## config.mk

```make
export PLATFORM = sky130hd
export DESIGN_NAME = register_file_32x32
export DESIGN_NICKNAME = d
export VERILOG_FILES = /design/src/rtl/register_file_32x32_pkg.sv /design/src/rtl/register_file_32x32_register32.sv /design/src/rtl/register_file_32x32.sv
export SDC_FILE = /design/constraint.sdc
export NUM_CORES = 2
export LEC_CHECK = 0
export ABC_AREA = 1
export CAP_MARGIN = 20
export CORE_ASPECT_RATIO = 0.8
export CORE_UTILIZATION = 40
export CTS_CLUSTER_SIZE = 28
export DETAILED_ROUTE_END_ITERATION = 6
export PLACE_DENSITY = 0.68
export SLEW_MARGIN = 20
export SYNTH_ARGS = -nofsm -noshare
export SYNTH_HDL_FRONTEND = slang
export SYNTH_SLANG_ARGS = --single-unit
```

## constraint.sdc

```tcl
create_clock -name clk -period 38.2 [get_ports clk]
set_input_delay 7.64 -clock clk [delete_from_list [all_inputs] [get_ports clk]]
set_output_delay 7.64 -clock clk [all_outputs]
set_load 0.01 [all_outputs]
```

## src/rtl/register_file_32x32_pkg.sv

```systemverilog
// Shared register-file constants and ALU command encoding used across the CPU datapath.
package register_file_32x32_pkg;

  localparam logic [4:0] REG_ZERO      = 5'd0;
  localparam int         REG_WIDTH     = 32;
  localparam int         REG_ADDR_BITS = 5;
  localparam int         REG_DEPTH     = 1 << REG_ADDR_BITS;

  typedef enum logic [2:0] {
    ALU_ADD  = 3'd0,
    ALU_SUB  = 3'd1,
    ALU_XOR  = 3'd2,
    ALU_SLT  = 3'd3,
    ALU_AND  = 3'd4,
    ALU_NAND = 3'd5,
    ALU_NOR  = 3'd6,
    ALU_OR   = 3'd7
  } alu_cmd_e;

endpackage

```

## src/rtl/register_file_32x32_register32.sv

```systemverilog
// Plain D register with write enable and asynchronous active-high clear.
module register32 #(
  parameter int WIDTH = 32
) (
  output logic [WIDTH-1:0] q,
  input  logic [WIDTH-1:0] d,
  input  logic             wrenable,
  input  logic             clk,
  input  logic             reset
);

  always_ff @(posedge clk or posedge reset) begin
    if (reset)         q <= '0;
    else if (wrenable) q <= d;
  end

endmodule

```

## src/rtl/register_file_32x32.sv

```systemverilog
// 32 x 32-bit register file: two combinational read ports, one clocked write port, $0 hardwired to zero.
module register_file_32x32
  import register_file_32x32_pkg::*;
#(
  parameter int WIDTH  = REG_WIDTH,
  parameter int DEPTH  = REG_DEPTH,
  parameter int BYPASS = 1
) (
  input  logic                     clk,
  input  logic                     reset,
  input  logic [REG_ADDR_BITS-1:0] read_addr1,
  input  logic [REG_ADDR_BITS-1:0] read_addr2,
  output logic [WIDTH-1:0]         read_data1,
  output logic [WIDTH-1:0]         read_data2,
  input  logic [REG_ADDR_BITS-1:0] write_addr,
  input  logic [WIDTH-1:0]         write_data,
  input  logic                     write_enable
);

  logic [DEPTH-1:0] dec_onehot;
  logic [DEPTH-1:0] wr_en_vec;
  logic [WIDTH-1:0] regs [DEPTH];
  logic             byp1;
  logic             byp2;

  // Decoder output 0 is forced low so $0 can never be selected for writing.
  always_comb begin
    dec_onehot             = '0;
    dec_onehot[write_addr] = 1'b1;
    dec_onehot[REG_ZERO]   = 1'b0;
  end

  assign wr_en_vec = dec_onehot & {DEPTH{write_enable}};

  assign regs[0] = '0;

  for (genvar i = 1; i < DEPTH; i++) begin : g_reg
    register32 #(.WIDTH(WIDTH)) u_reg (
      .q        (regs[i]),
      .d        (write_data),
      .wrenable (wr_en_vec[i]),
      .clk      (clk),
      .reset    (reset)
    );
  end

  // Forwarding is suppressed during reset so reads stay 0 while registers are held clear.
  assign byp1 = (BYPASS != 0) && write_enable && !reset && (write_addr == read_addr1);
  assign byp2 = (BYPASS != 0) && write_enable && !reset && (write_addr == read_addr2);

  assign read_data1 = (read_addr1 == REG_ZERO) ? '0 :
                      byp1                     ? write_data : regs[read_addr1];
  assign read_data2 = (read_addr2 == REG_ZERO) ? '0 :
                      byp2                     ? write_data : regs[read_addr2];

endmodule

```

======== Yosys cells after proc, flatten, opt, wreduce, memory -nomap -nowiden ========
Index checks and enable logic that the tools add are counted.
storage, ports and cells
  flip-flop bits (word level) ............. 992
  bits of input ports ..................... 50
  output and inout bits ................... 64
operators by class
  magnitude comparators ................... 4
  eq/ne operators ......................... 2
  muxes and demuxes ....................... 12
  bitwise operators ....................... 3
  reduce and logical (&&, ||, !) cells .... 7
operators with widths
  cell                  number
  $bmux W32 S5          2
  $mux W32              8
  $and A32 B32 Y32      1
  $ge A6 B6 Y1 const B  2
  $not A5 Y6            2
  $eq A5 B5 Y1          2
  $logic_not A5 Y1      2
  $lt A5 B6 Y1 const B  1
  $demux W1 S5          1
  $ge A5 B1 Y1 const B  1
  $logic_and A1 B1 Y1   4
  $logic_not A1 Y1      1
  $mux W1               1

======== Longest topological paths before layout ========
  word-level depth ........................ 6
  gate-level depth with buffers ........... 14

======== Hierarchy ========
A second synthesis with hierarchy kept.
second synthesis, totals
  cells, all modules ...................... 8788
  area, all modules ....................... 60940.9 µm²
by module, submodules not included
  module               instances  cells each  area an instance (µm²)  seq. area each (µm²)
  register32           31         137         1296.2                  800.8
  register_file_32x32  1          4541        20757.4                 0.0

======== Least setup slack after synthesis ========
Ideal clock, no wire load.
  path type ............................... input port to output port
  start ................................... input reset
  end ..................................... output read_data2[23]
  arrival ................................. 30320 ps
  slack ................................... 240 ps
  stages on the path ...................... 9
  cells stage by stage .................... inv_1 -> nand2_1 -> a21oi_1 -> nand4_1 -> clkbuf_1 -> nor2_1 -> nor2_1 -> nand2_1 -> inv_1
between the ends
  longest elaborated chain between the ends .. 5
RTL lines
  item                               RTL line                   source
  from (decl)                        register_file_32x32.sv:10  input logic reset,
  $logic_not A1 Y1                   register_file_32x32.sv:49  assign byp2 = (BYPASS != 0) && write_enable && !reset && (write_addr == read_addr2);
  $logic_and A1 B1 Y1 (2 in series)  register_file_32x32.sv:49
  $mux W32                           register_file_32x32.sv:54  byp2 ? write_data : regs[read_addr2];
  $mux W32                           register_file_32x32.sv:53  assign read_data2 = (read_addr2 == REG_ZERO) ? '0 :
  to (decl)                          register_file_32x32.sv:14  output logic [WIDTH-1:0] read_data2,
No other way between the ends.

======== Worst setup path in the final report ========
  start ................................... input read_addr2[0]
  end ..................................... output read_data2[30]
between the ends
  longest elaborated chain between the ends .. 6
RTL lines
  item                                          RTL line                   source
  from (decl)                                   register_file_32x32.sv:12  input logic [REG_ADDR_BITS-1:0] read_addr2,
  $not A5 Y6 (implied by the code)              register_file_32x32.sv:54
  $bmux W32 S5                                  register_file_32x32.sv:54
  $mux W32 (implied by the code) (2 in series)  register_file_32x32.sv:54
  $mux W32                                      register_file_32x32.sv:54
  $mux W32 (*)                                  register_file_32x32.sv:53
Mark *: on every way between the ends. The rest lies on a longest branch, timed or not. The select of a mux whose other input is x is not followed.

==> results.toml <==
[layout]
regArea_um2 = 24800
largest_reg_flops = 992
fillers = 14600
fin_nets = 8541
area_growth_pct = 9.38
top_register = "g.u_reg.q"
layout_common_cells = "nand2_1 (3433), nand3_1 (1039), o21ai_0 (992), dfrtp_1 (992), inv_1 (742)"
top_regs = "g.u_reg.q: 992 flops"
layout_commonest_cell = "nand2_1"
post-route-util_pct = 44.3
multi_input_comb_area_um2 = 27900
layout-drive-gt1-share_pct = 4.12

[clock_tree]
clock-root-buffer = "clkbuf_16"
cts_hold_buf = 0
clk_pin_slew_ns = 0.06
clockBufferDepth = 3
clock-sinks = 992
cts_tree = "yes"
post_cts_buffers = 0
htreeDepth = 3
cts_resized = 0
cts_made_buffers = 106
clock_latency_ns = 0.74

[worst_setup_path]
crit_path_end_kind = "primary output"
cp.required_ns = 30.56
rr_worst_depth = 2
cp_data_arrival_time_ns = 12.31
r2r_start = "g_reg[7].u_reg.q[23]"
path_max_fanout = 117
worstSetupStartpoint = "read_addr2[0]"
crit_path_start_kind = "input pin"
crit_type = "in2out"
r2r-end = "g_reg[7].u_reg.q[23]"
r2r_slack_ns = 37.41

[logic_synthesis]
synth_nets = 8943
ys_types = 25
async_flop_share_pct = 100
syn_inst = 8893
yosysTopAreaCell = "dfrtp_1"
yosys.area.top_type_share_pct = 42.8
ys_seq_elements = 992
yosys-top-cells-area = "dfrtp_1 (43%), nand2_1 (22%), nand3_1 (9.0%)"
synth_flop_cell = "dfrtp_1"
yosys_warnings = 0
syn_avg_cell_area_um2 = 6.52
yosysSeqAreaShare_pct = 42.8
synth_area_um2 = 58000
synth_edf_count = 0

[routing]
wl_per_cell_um = 22.6
num_vias = 59900
ant_nets = 1
wl_um = 237000
dr.pass1.iters = 7
viasPerCell = 5.71
drc_errors = 0
first_iter_violations = 9295

[sta]
setup_tns_ns = 0
fmax_mhz = 50.1
slew_viol_final = 0
rsz0062_at_grt = "no"
tightest_slew_ns = 1.22
layout_setup_ws_ns = 18.25
fin_crit_sh_pct = 52.2
setup_violations = 0
slew-limit-headroom_pct = 18.8
period_needed_ns = 19.95
hold_viol_final = 0
final.setup_skew_ns = 0

[hold_path]
hp-start = "g_reg[10].u_reg.q[15]"
hold_class = "reg2reg"
hold-path-endpoint = "g_reg[10].u_reg.q[15]"
min_delay_path_depth = 2

[run_status]
status = "complete, but fails checks"
violations = "antenna rules"

[power]
p_total_w = 0.00317
power.leakage_nw = 31.7
powerDensity_nw_per_um2 = 50.0
ir_drop_uv = 37.6

[placement]
dp_hpwl_um = 126000
place.gp.congestion = 0.905
pre_cts_ws_ns = 18.48
numPortBuffers = 113

[floorplanning]
initial_core_util_pct = 40.5
fp.dieArea_um2 = 147000
rows = 124
core_area_um2 = 143000
die_w_um = 428
die_h_um = 343
pin_count = 114

[grt]
grt_max_degree = 178
grt_usage_pct = 31.9
grt_pass1_wl_um = 353000
grt_pass1_vias = 54700
overflow = 0
antenna_found_initial = 12

[job]
drv_cap = 0
-- stage by stage --
| stage | cell area (um2) | std cells | hold slack [ns] |
|---|---|---|---|
| 3_5_place_dp | 59700 | 10300 | 0.472 |
| 6_report | 63400 | 10500 | 0.484 |
| 4_1_cts | 63300 | 10500 | 0.488 |
| 3_3_place_gp | 59700 | 10300 | 0.466 |
| 5_1_grt | 63400 | 10500 | 0.492 |
| 2_1_floorplan | 58000 | 8893 | 0.453 |
-- power by group --
group	switching [W]	internal [W]	leakage (nW)	total (W)
sequential	0.000134	0.00125	12.8	0.00138
combinational	0.000454	0.000233	17.1	0.000687
clock	0.000462	0.000636	1.80	0.00110
total	0.00105	0.00212	31.7	0.00317
-- synthesized netlist by cell type (2+ instances only) --
library cell,number
nor4_4,2
nor3_1,6
clkinv_1,3
nand2_1,3446
buf_2,71
clkbuf_1,586
nand2_2,16
a21oi_1,247
o21ai_0,992
dfrtp_1,992
nor3_2,7
o211ai_1,76
or2_2,19
o21ai_1,74
nand3_1,1041
xor2_1,2
inv_1,748
nor2_1,503
buf_1,51
inv_2,6
-- routing by layer --
layer / GRT usage [%] / vias up / wire, um
met2: 47.0 / 3989 / 99000
met4: 20.2 / 8 / 17700
li1: - / 27200 / -
met1: 41.6 / 27800 / 89500
met3: 8.22 / 886 / 31100
met5: 0 / - / 53
-- worst max-delay path: stages --
cell,delay [ns]
buf_8,0.19
inv_8,0.71
buf_4,0.86
buf_4,0.80
a21oi_1,0.16
nand4_1,0.15
buf_4,0.46
nand3_1,0.22
nand2_1,0.32
inv_1,0.09
clkdlybuf4s50_1,0.49
-- how the worst max path moves through the flow --
stage / cells after the start / slack, ns / endpoint
after global placement: 12 / 18.48 / read_data2[30]
after global routing: 12 / 18.27 / read_data2[30]
after CTS: 12 / 18.46 / read_data2[30]
after floorplan: 9 / 0.24 / read_data2[23]
final: 11 / 18.25 / read_data2[30]
after detailed placement: 12 / 18.48 / read_data2[30]
-- logic make-up (layout without fill, tap and decap cells) --
family,Yosys count,count (layout),share of synthesized area (%)
and+or+nand+nor,5042,5042,35.2
buffers and inverters,1466,1150,9.65
AOI/OAI and AO/OA,1390,1390,12.3
DFF,992,992,42.8
xor gates and xnor gates,3,3,0.0453
other,0,15,0
-- final cells by class --
class                      instances  share of cell area [%]
inverter                         757                    4.54
multi-input combinational       6435                    43.9
timing repair buffer             199                    2.94
sequential                       992                    39.1
antenna                           15                  0.0592
tap                             1890                    3.73
clock inverter                    39                   0.724
clock buffer                     155                    4.97
Power figures use the tool's default switching activity.
